===== src/rtl/comp_pkg.sv =====
//------------------------------------------------------------------------------
// comp_pkg : shared state encoding and default width for the comparator slice
// Revision : 1.0
//------------------------------------------------------------------------------
`default_nettype none

package comp_pkg;

    localparam int DEFAULT_WIDTH = 4;

    typedef enum logic {
        IDLE   = 1'b0,
        SEARCH = 1'b1
    } state_t;

endpackage : comp_pkg

`default_nettype wire


===== src/rtl/comp_sar_search.sv =====
//------------------------------------------------------------------------------
// comp_sar_search : successive-approximation controller that drives the probe
//                   operand of an external magnitude comparator, MSB first.
// Revision        : 1.0
//------------------------------------------------------------------------------
`default_nettype none

module comp_sar_search
    import comp_pkg::*;
#(
    parameter int WIDTH = DEFAULT_WIDTH,
    parameter int CNT_W = $clog2(WIDTH + 1)
) (
    input  logic             clk,
    input  logic             rst_n,
    input  logic             start,
    input  logic             a_gt_b,
    input  logic             a_lt_b,
    input  logic             a_eq_b,
    output logic [WIDTH-1:0] probe,
    output logic             busy,
    output logic             done,
    output logic [WIDTH-1:0] result,
    output logic             err,
    output logic [CNT_W-1:0] cmp_count
);

    localparam int IDX_W = (WIDTH > 1) ? $clog2(WIDTH) : 1;
    localparam logic [WIDTH-1:0] c_PROBE_MSB = {1'b1, {(WIDTH-1){1'b0}}};

    state_t            r_state, w_state_nxt;
    logic [WIDTH-1:0]  r_probe, w_probe_nxt;
    logic [IDX_W-1:0]  r_idx, w_idx_nxt;
    logic              r_busy, w_busy_nxt;
    logic              r_done, w_done_nxt;
    logic [WIDTH-1:0]  r_result, w_result_nxt;
    logic              r_err, w_err_nxt;
    logic [CNT_W-1:0]  r_cnt, w_cnt_nxt;
    logic              w_onehot;

    // Decide the current bit from the comparison, then try the next lower bit.
    function automatic logic [WIDTH-1:0] f_next_probe(
        input logic [WIDTH-1:0] p,
        input logic [IDX_W-1:0] idx,
        input logic             keep
    );
        logic [WIDTH-1:0] v;
        v                     = p;
        v[idx]                = keep;
        v[idx - IDX_W'(1)]    = 1'b1;
        return v;
    endfunction

    assign w_onehot = ({a_gt_b, a_lt_b, a_eq_b} == 3'b100) ||
                      ({a_gt_b, a_lt_b, a_eq_b} == 3'b010) ||
                      ({a_gt_b, a_lt_b, a_eq_b} == 3'b001);

    always_comb begin
        w_state_nxt  = r_state;
        w_probe_nxt  = r_probe;
        w_idx_nxt    = r_idx;
        w_busy_nxt   = r_busy;
        w_done_nxt   = 1'b0;
        w_result_nxt = r_result;
        w_err_nxt    = r_err;
        w_cnt_nxt    = r_cnt;
        case (r_state)
            IDLE: begin
                if (start) begin
                    w_probe_nxt = c_PROBE_MSB;
                    w_idx_nxt   = IDX_W'(WIDTH - 1);
                    w_busy_nxt  = 1'b1;
                    w_err_nxt   = 1'b0;
                    w_cnt_nxt   = '0;
                    w_state_nxt = SEARCH;
                end
            end
            SEARCH: begin
                w_cnt_nxt = r_cnt + CNT_W'(1);
                if (!w_onehot || a_eq_b || (r_idx == '0)) begin
                    if (!w_onehot) begin
                        w_err_nxt    = 1'b1;
                        w_result_nxt = '0;
                    end else if (a_eq_b || a_gt_b) begin
                        w_result_nxt = r_probe;
                    end else begin
                        w_result_nxt = {r_probe[WIDTH-1:1], 1'b0};
                    end
                    w_done_nxt  = 1'b1;
                    w_busy_nxt  = 1'b0;
                    w_probe_nxt = '0;
                    w_state_nxt = IDLE;
                end else begin
                    w_probe_nxt = f_next_probe(r_probe, r_idx, a_gt_b);
                    w_idx_nxt   = r_idx - IDX_W'(1);
                end
            end
            default: begin
                w_state_nxt = IDLE;
            end
        endcase
    end

    always_ff @(posedge clk) begin
        if (!rst_n) begin
            r_state  <= IDLE;
            r_probe  <= '0;
            r_idx    <= '0;
            r_busy   <= 1'b0;
            r_done   <= 1'b0;
            r_result <= '0;
            r_err    <= 1'b0;
            r_cnt    <= '0;
        end else begin
            r_state  <= w_state_nxt;
            r_probe  <= w_probe_nxt;
            r_idx    <= w_idx_nxt;
            r_busy   <= w_busy_nxt;
            r_done   <= w_done_nxt;
            r_result <= w_result_nxt;
            r_err    <= w_err_nxt;
            r_cnt    <= w_cnt_nxt;
        end
    end

    assign probe     = r_probe;
    assign busy      = r_busy;
    assign done      = r_done;
    assign result    = r_result;
    assign err       = r_err;
    assign cmp_count = r_cnt;

endmodule : comp_sar_search

`default_nettype wire


===== config.mk =====
export PLATFORM = sky130hd
export DESIGN_NAME = comp_sar_search
export DESIGN_NICKNAME = d
export VERILOG_FILES = /design/src/rtl/comp_pkg.sv /design/src/rtl/comp_sar_search.sv
export SDC_FILE = /design/constraint.sdc
export NUM_CORES = 1
export LEC_CHECK = 0
export ABC_CLOCK_PERIOD_IN_PS = 3050
export CAP_MARGIN = 15
export CORE_MARGIN = 2
export CORE_UTILIZATION = 35
export CTS_BUF_LIST = sky130_fd_sc_hd__clkbuf_8 sky130_fd_sc_hd__clkbuf_16
export CTS_CLUSTER_SIZE = 24
export DETAILED_ROUTE_END_ITERATION = 7
export PLACE_DENSITY = 0.57
export SLEW_MARGIN = 20
export SYNTH_ARGS = -nofsm -noshare
export SYNTH_HDL_FRONTEND = slang
export SYNTH_SLANG_ARGS = --single-unit

===== constraint.sdc =====
create_clock -name clk -period 3.05 [get_ports clk]
set_input_delay 0.4575 -clock clk [delete_from_list [all_inputs] [get_ports clk]]
set_output_delay 0.4575 -clock clk [all_outputs]
set_load 0.005 [all_outputs]

==> flow_summary_export.csv, run 1 <==
group,metric,value,unit
status,status,"finished clean",
floorplan,die_y,54.7,um
grt,antenna_found_initial,0,
synth,synthFlopType,"dfxtp_1",
grt,track_usage,0.155,
layout,nets,120,
min_path,hold_class,"reg2reg",
clock_tree,cts_tree,"yes",
clock_tree,cts_inserted_buffers,3,
timing,hold_viol,0,
timing,relSlewSlack,0.573,
clock_tree,cts_setup_buffers,0,
grt,grt_pass1_wl,3260,um
synth,synth_area_per_cell,10.3,um2
power_and_ir_drop,p_int,370,uW
layout,postLayoutCellArea,1140,um2
timing,fmax,556,MHz
synth,netlist_area,900,um2
min_path,min_from,"err$_SDFFE_PN0P_",
setup_path,crit_slowest_cell,"clkdlybuf4s50_1",
clock_tree,cts.clk_slew.worst_paths,0.07,ns
routing,ant_nets,0,
synth,synth_warnings,0,
min_path,min_path_cells,2,
clock_tree,cts.repair.resized,0,
floorplan,io_pins,20,
clock_tree,htreeDepth,1,
timing,fin_ws,1.25,ns
placed_design,place_area,1100,um2
layout,final_cell_mix,"clkdlybuf4s50_1 (19), dfxtp_1 (17), ha_1 (8)",
timing,setup_viol,0,
synth,ys_ff_latch,17,
floorplan,initial_core_util,0.366,
floorplan,fp.coreArea,2450,um2
floorplan,die_w,54.7,um
synth,ys_types,39,
routing,routed_via_density,5.41,
floorplan,num_rows,18,
clock_tree,clk_root_buffer_cell,"clkbuf_8",
grt,grt_pass1_vias,711,
clock_tree,cts.sinks,17,
routing,totalWireLength,1920,um
clock_tree,worstSkewPairLatency,0.25,ns
flow_run,drv_cap,0,
min_path,hold_end,"err$_SDFFE_PN0P_",
synth,syn_nets,101,
setup_path,rr_endpoint,"r_idx[0]$_SDFFE_PN0P_",
routing,wl_per_cell,14.2,um
setup_path,max_stage_delay,0.57,ns
grt,overflow,0,
synth,synth_seq_area_share,0.378,
layout,area_growth,27.3,%
power_and_ir_drop,switching_power,141,uW
power_and_ir_drop,p_leak,0.460,nW
power_and_ir_drop,sw_frac_of_total,0.277,
layout,antennaDiodeCount,0,
setup_path,r2r_cells,5,
routing,dr.pass1.iters,4,
routing,drcViolationCount,0,
synth,synthArstFlopShare,0,
setup_path,worstReg2RegStart,"r_idx[0]$_SDFFE_PN0P_",
placed_design,port-buffer-count,19,
timing,finalSetupTns,0,ns
power_and_ir_drop,combPwrFrac,0.186,
synth,synth_edf_count,0,
setup_path,start_kind,"input pin",
placed_design,dp_hpwl,1400,um
routing,first_iter_violations,3,
clock_tree,cts_buffer_depth,2,
power_and_ir_drop,ir_drop,0.328,mV
grt,grt_max_degree,20,
setup_path,path_class,"in2reg",
layout,drive_gt1_frac,0.124,
layout,final_common_cell,"clkdlybuf4s50_1",
synth,synth_cells,87,
timing,fin_skew,0.00474,ns
timing,finalCritPeriodShare,0.589,
power_and_ir_drop,seqPwrFrac,0.489,
placed_design,pre_cts_ws,0.996,ns
timing,finalCriticalPeriod,1.80,ns
placed_design,routabilityCongestion,0.796,
setup_path,path_cells,"clkdlybuf4s50_1 -> xnor2_2 -> nor2_1 -> a221o_1",
timing,rsz0062_at_grt,"false",
clock_tree,cts_hold_buf,0,
floorplan,die-area,2990,um2
routing,vias,730,
setup_path,reg2reg_setup_slack,1.40,ns
power_and_ir_drop,power.density,446,nW/um2
setup_path,cp-end-kind,"register",
timing,drv_slew,0,
timing,worst_pin_slew,0.639,ns
setup_path,required,3.19,ns
power_and_ir_drop,p_clk_frac,0.324,
setup_path,critPathMaxFanout,7,
setup_path,arrival,1.93,ns
[power by group through the flow]
stage | combinational, mW | sequential (mW) | clock, mW
2_1_floorplan | 0.0670 | 0.247 | 0
3_3_place_gp | 0.0940 | 0.255 | 0
3_5_place_dp | 0.0950 | 0.256 | 0
4_1_cts | 0.0955 | 0.250 | 0.169
5_1_grt | 0.106 | 0.253 | 0.186
6_report | 0.0952 | 0.250 | 0.166
[per-layer routing]
| metal | track usage | vias up | part of all wire |
|---|---|---|---|
| met2 | 0.256 | 13 | 0.47 |
| met1 | 0.191 | 353 | 0.47 |
| li1 | - | 362 | - |
| met5 | 0 | - | 0 |
| met4 | 0.0375 | 0 | 0.0052 |
| met3 | 0.0546 | 2 | 0.052 |
[registers in the layout, indices dropped and copies added (netlist names)]
name	count
r_state	1
r_idx	2
cmp_count	3
result	4
probe	4
busy	1
done	1
err	1
[synth_stat cells, types with 2 or more instances]
| master | count | share of area |
|---|---|---|
| o21ai_0 | 2 | 0.011 |
| a32o_2 | 4 | 0.050 |
| buf_2 | 2 | 0.011 |
| clkbuf_1 | 2 | 0.0083 |
| o211ai_1 | 2 | 0.017 |
| inv_1 | 2 | 0.0083 |
| nand2_1 | 3 | 0.013 |
| a221o_1 | 2 | 0.022 |
| a21boi_0 | 3 | 0.025 |
| a21oi_1 | 5 | 0.028 |
| nor3_1 | 2 | 0.011 |
| ha_1 | 8 | 0.11 |
| nor2b_1 | 6 | 0.042 |
| dfxtp_1 | 17 | 0.38 |
| nor2_1 | 3 | 0.013 |
[through the flow]
stage               utilization  hold slack [ns]  cells  total power [mW]
finish                    0.466            0.501    135             0.511
global route              0.466            0.525    135             0.545
CTS                       0.466            0.505    135             0.515
detailed placement        0.448            0.489    131             0.351
global placement          0.448            0.478    131             0.349
floorplan                     -            0.473     87             0.314
[critical path, delay by kind of cell]
kind	cells	cell delay [ns]
buf+inv	1	0.57
xor+xnor	1	0.43
compound gates	1	0.35
simple gates	1	0.13
[area by class of cell]
cell class,count,area (um2)
clock buffer,3,41.3
clock inverter,1,5.00
fill,241,1310
inverter,2,7.51
multi-input combinational,63,523
sequential,17,340
tap,30,37.5
timing repair buffer,19,190
[worst max path at each step]
stage                          start               endpoint  cells after the start  slack [ns]
2_1_floorplan  r_idx[0]$_SDFFE_PN0P_  r_idx[0]$_SDFFE_PN0P_                      5        1.64
5_1_grt                        rst_n  probe[2]$_SDFFE_PN0P_                      4        1.15
6_report                      a_gt_b  probe[2]$_SDFFE_PN0P_                      4        1.25
3_3_place_gp                  a_gt_b  r_idx[0]$_SDFFE_PN0P_                      4        0.97
3_5_place_dp                  a_gt_b  r_idx[0]$_SDFFE_PN0P_                      4         1.0
4_1_cts                       a_gt_b  r_idx[0]$_SDFFE_PN0P_                      4        1.25
[kinds of logic after synthesis]
logic type	synth area share
buffers and inverters	0.0403
muxes	0.0236
and+or+nand+nor	0.171
xor gates and xnor gates	0.0278
DFF	0.378
adders and majority gates	0.111
AOI/OAI and AO/OA	0.248
No activity file was read; power rests on OpenSTA's default activity.
==> run 2, diff against run 1 <==
--- a/config.mk
+++ b/config.mk
@@ -5,7 +5,7 @@
 export SDC_FILE = /design/constraint.sdc
 export NUM_CORES = 1
 export LEC_CHECK = 0
-export ABC_CLOCK_PERIOD_IN_PS = 3050
+export ABC_CLOCK_PERIOD_IN_PS = 1800
 export CAP_MARGIN = 15
 export CORE_MARGIN = 2
 export CORE_UTILIZATION = 35
==> constraint.sdc (replaced) <==
create_clock -name clk -period 1.8 [get_ports clk]
set_input_delay 0.27 -clock clk [delete_from_list [all_inputs] [get_ports clk]]
set_output_delay 0.27 -clock clk [all_outputs]
set_load 0.005 [all_outputs]
==> run 2 against run 1 <==
Against the previous run: highest routed layer unchanged; critical path depth up 1; wire length up 0.42%; design area up 4.4%; clock-buffer cell count unchanged; worst hold slack worse by 0.021 ns; setup slack worse by 1.0 ns; clock power up 75%; clock skew down 0.0016 ns; non-clock buffer count up 6.
==> flow_summary_export.csv, run 2 (synthesis gave the netlist of run 1 again) <==
group,metric,value,unit
status,status,"finished clean",
routing,totalWireLength,1930,um
setup_path,worst-path-stages,5,
routing,vias,722,
timing,hold_slack,0.480,ns
grt,use_met3,0.0164,
clock_tree,cts_setup_buffers,0,
timing,hold_viol,0,
routing,wl_per_cell,13.7,um
setup_path,cp-end-kind,"register",
floorplan,initial_core_util,0.366,
clock_tree,clk_root_buffer_cell,"clkbuf_8",
power_and_ir_drop,p_leak,0.486,nW
floorplan,die_w,54.7,um
grt,track_usage,0.148,
setup_path,critPathMaxFanout,5,
clock_tree,cts_buffer_depth,2,
clock_tree,cts.clk_slew.worst_paths,0.07,ns
timing,drv_slew,0,
setup_path,crit_slowest_cell,"dfxtp_1",
flow_run,drv_cap,0,
timing,finalCriticalPeriod,1.58,ns
floorplan,io_pins,20,
setup_path,cp_num_buf_inv,1,
routing,ant_nets,0,
setup_path,required,1.94,ns
timing,finalSetupTns,0,ns
setup_path,cp_top_family,"flip-flops",
setup_path,cp-endpoint,"probe[1]$_SDFFE_PN0P_",
setup_path,rr_endpoint,"probe[1]$_SDFFE_PN0P_",
placed_design,routabilityCongestion,0.820,
clock_tree,cts_tree,"yes",
floorplan,fp.coreArea,2450,um2
setup_path,reg2reg_setup_slack,0.22,ns
timing,finalCritPeriodShare,0.876,
clock_tree,worstSkewPairLatency,0.25,ns
grt,busiest_layer,"met2",
routing,routed_via_density,5.12,
timing,relSlewSlack,0.732,
clock_tree,cts.sinks,17,
timing,fin_skew,0.00318,ns
setup_path,r2r_cells,5,
clock_tree,cts_hold_buf,0,
layout,area_growth,32.8,%
clock_tree,htreeDepth,1,
grt,met1_usage,0.205,
placed_design,dp_hpwl,1520,um
placed_design,port-buffer-count,19,
setup_path,path_class,"reg2reg",
floorplan,num_rows,18,
grt,antenna_found_initial,0,
setup_path,worstReg2RegStart,"r_idx[0]$_SDFFE_PN0P_",
timing,fin_ws,0.223,ns
layout,drive_gt1_frac,0.180,
min_path,hold_class,"reg2reg",
layout,nets,126,
timing,setup_viol,0,
routing,dr.pass1.iters,4,
placed_design,dp.cells,137,
timing,rsz0062_at_grt,"false",
routing,drcViolationCount,0,
setup_path,start_kind,"register",
setup_path,path_cells,"inv_1 -> ha_1 -> nand4bb_1 -> nor2_1 -> a221o_1",
layout,final_cell_mix,"clkdlybuf4s50_1 (19), dfxtp_1 (17), ha_1 (8)",
placed_design,pre_cts_ws,0.0453,ns
timing,fmax,634,MHz
layout,final_common_cell,"clkdlybuf4s50_1",
layout,fin_cells,141,
power_and_ir_drop,power.density,744,nW/um2
floorplan,die_y,54.7,um
grt,grt_max_degree,13,
power_and_ir_drop,ir_drop,0.553,mV
grt,grt_pass1_vias,703,
timing,worst_pin_slew,0.400,ns
setup_path,arrival,1.72,ns
floorplan,die-area,2990,um2
setup_path,max_stage_delay,0.36,ns
grt,overflow,0,
grt,grt_pass1_wl,3130,um
clock_tree,cts_inserted_buffers,3,
layout,fillers,252,
setup_path,startpoint,"r_idx[0]$_SDFFE_PN0P_",
routing,first_iter_violations,12,
layout,antennaDiodeCount,0,
grt,grt.met2_usage,0.226,
[run 2: cell count changes in the layout (fill, tap and decap cells not counted)]
cell / change
clkinvlp_4: +1
nor2_1: -1
nor2_2: +1
buf_4: +6
clkinv_2: -1
[run 2: metrics by stage]
| stage | cell area, um2 | power [mW] | util |
|---|---|---|---|
| floorplan | 900 | 0.533 | - |
| global placement | 1140 | 0.606 | 0.466 |
| detailed placement | 1140 | 0.607 | 0.466 |
| CTS | 1190 | 0.906 | 0.486 |
| global route | 1190 | 0.934 | 0.487 |
| finish | 1190 | 0.889 | 0.487 |
[run 2: where the power goes]
part	switching (mW)	total (mW)	internal (mW)
Sequential	0.0240	0.420	0.396
Combinational	0.0905	0.179	0.0887
Clock	0.134	0.290	0.156
[run 2: worst min-delay path by stage]
stage	startpoint	endpoint	slack [ns]	depth (start not counted)
after floorplan	err$_SDFFE_PN0P_	err$_SDFFE_PN0P_	0.47	2
after global placement	err$_SDFFE_PN0P_	err$_SDFFE_PN0P_	0.47	2
after detailed placement	err$_SDFFE_PN0P_	err$_SDFFE_PN0P_	0.47	2
after CTS	err$_SDFFE_PN0P_	err$_SDFFE_PN0P_	0.49	2
after global routing	err$_SDFFE_PN0P_	err$_SDFFE_PN0P_	0.50	2
final	err$_SDFFE_PN0P_	err$_SDFFE_PN0P_	0.48	2
[run 2: tightest hold or removal path: stages (launching register included)]
cell	delay (ns)
dfxtp_1	0.31
nand2b_1	0.06
a21boi_0	0.07
[run 2: routing by layer]
metal	wire length, um	vias to the layer above
li1	-	372
met1	943	335
met2	906	13
met3	68	2
met4	10	0
met5	0	-
[run 2: layout make-up]
cell class | instances | area, um2 | area share
flip-flops and latches | 17 | 340 | 0.285
well taps | 30 | 37.5 | 0.0314
multi-input cells | 63 | 526 | 0.440
clock inverters | 1 | 7.51 | 0.00628
repair buffers | 25 | 235 | 0.197
inverters | 2 | 7.51 | 0.00628
clock buffers | 3 | 41.3 | 0.0346
[run 2: repair_timing]
item,CTS,global route
setup endpoints to repair,0,1
endpoints found under the hold margin,0,0
resized for setup,0,1
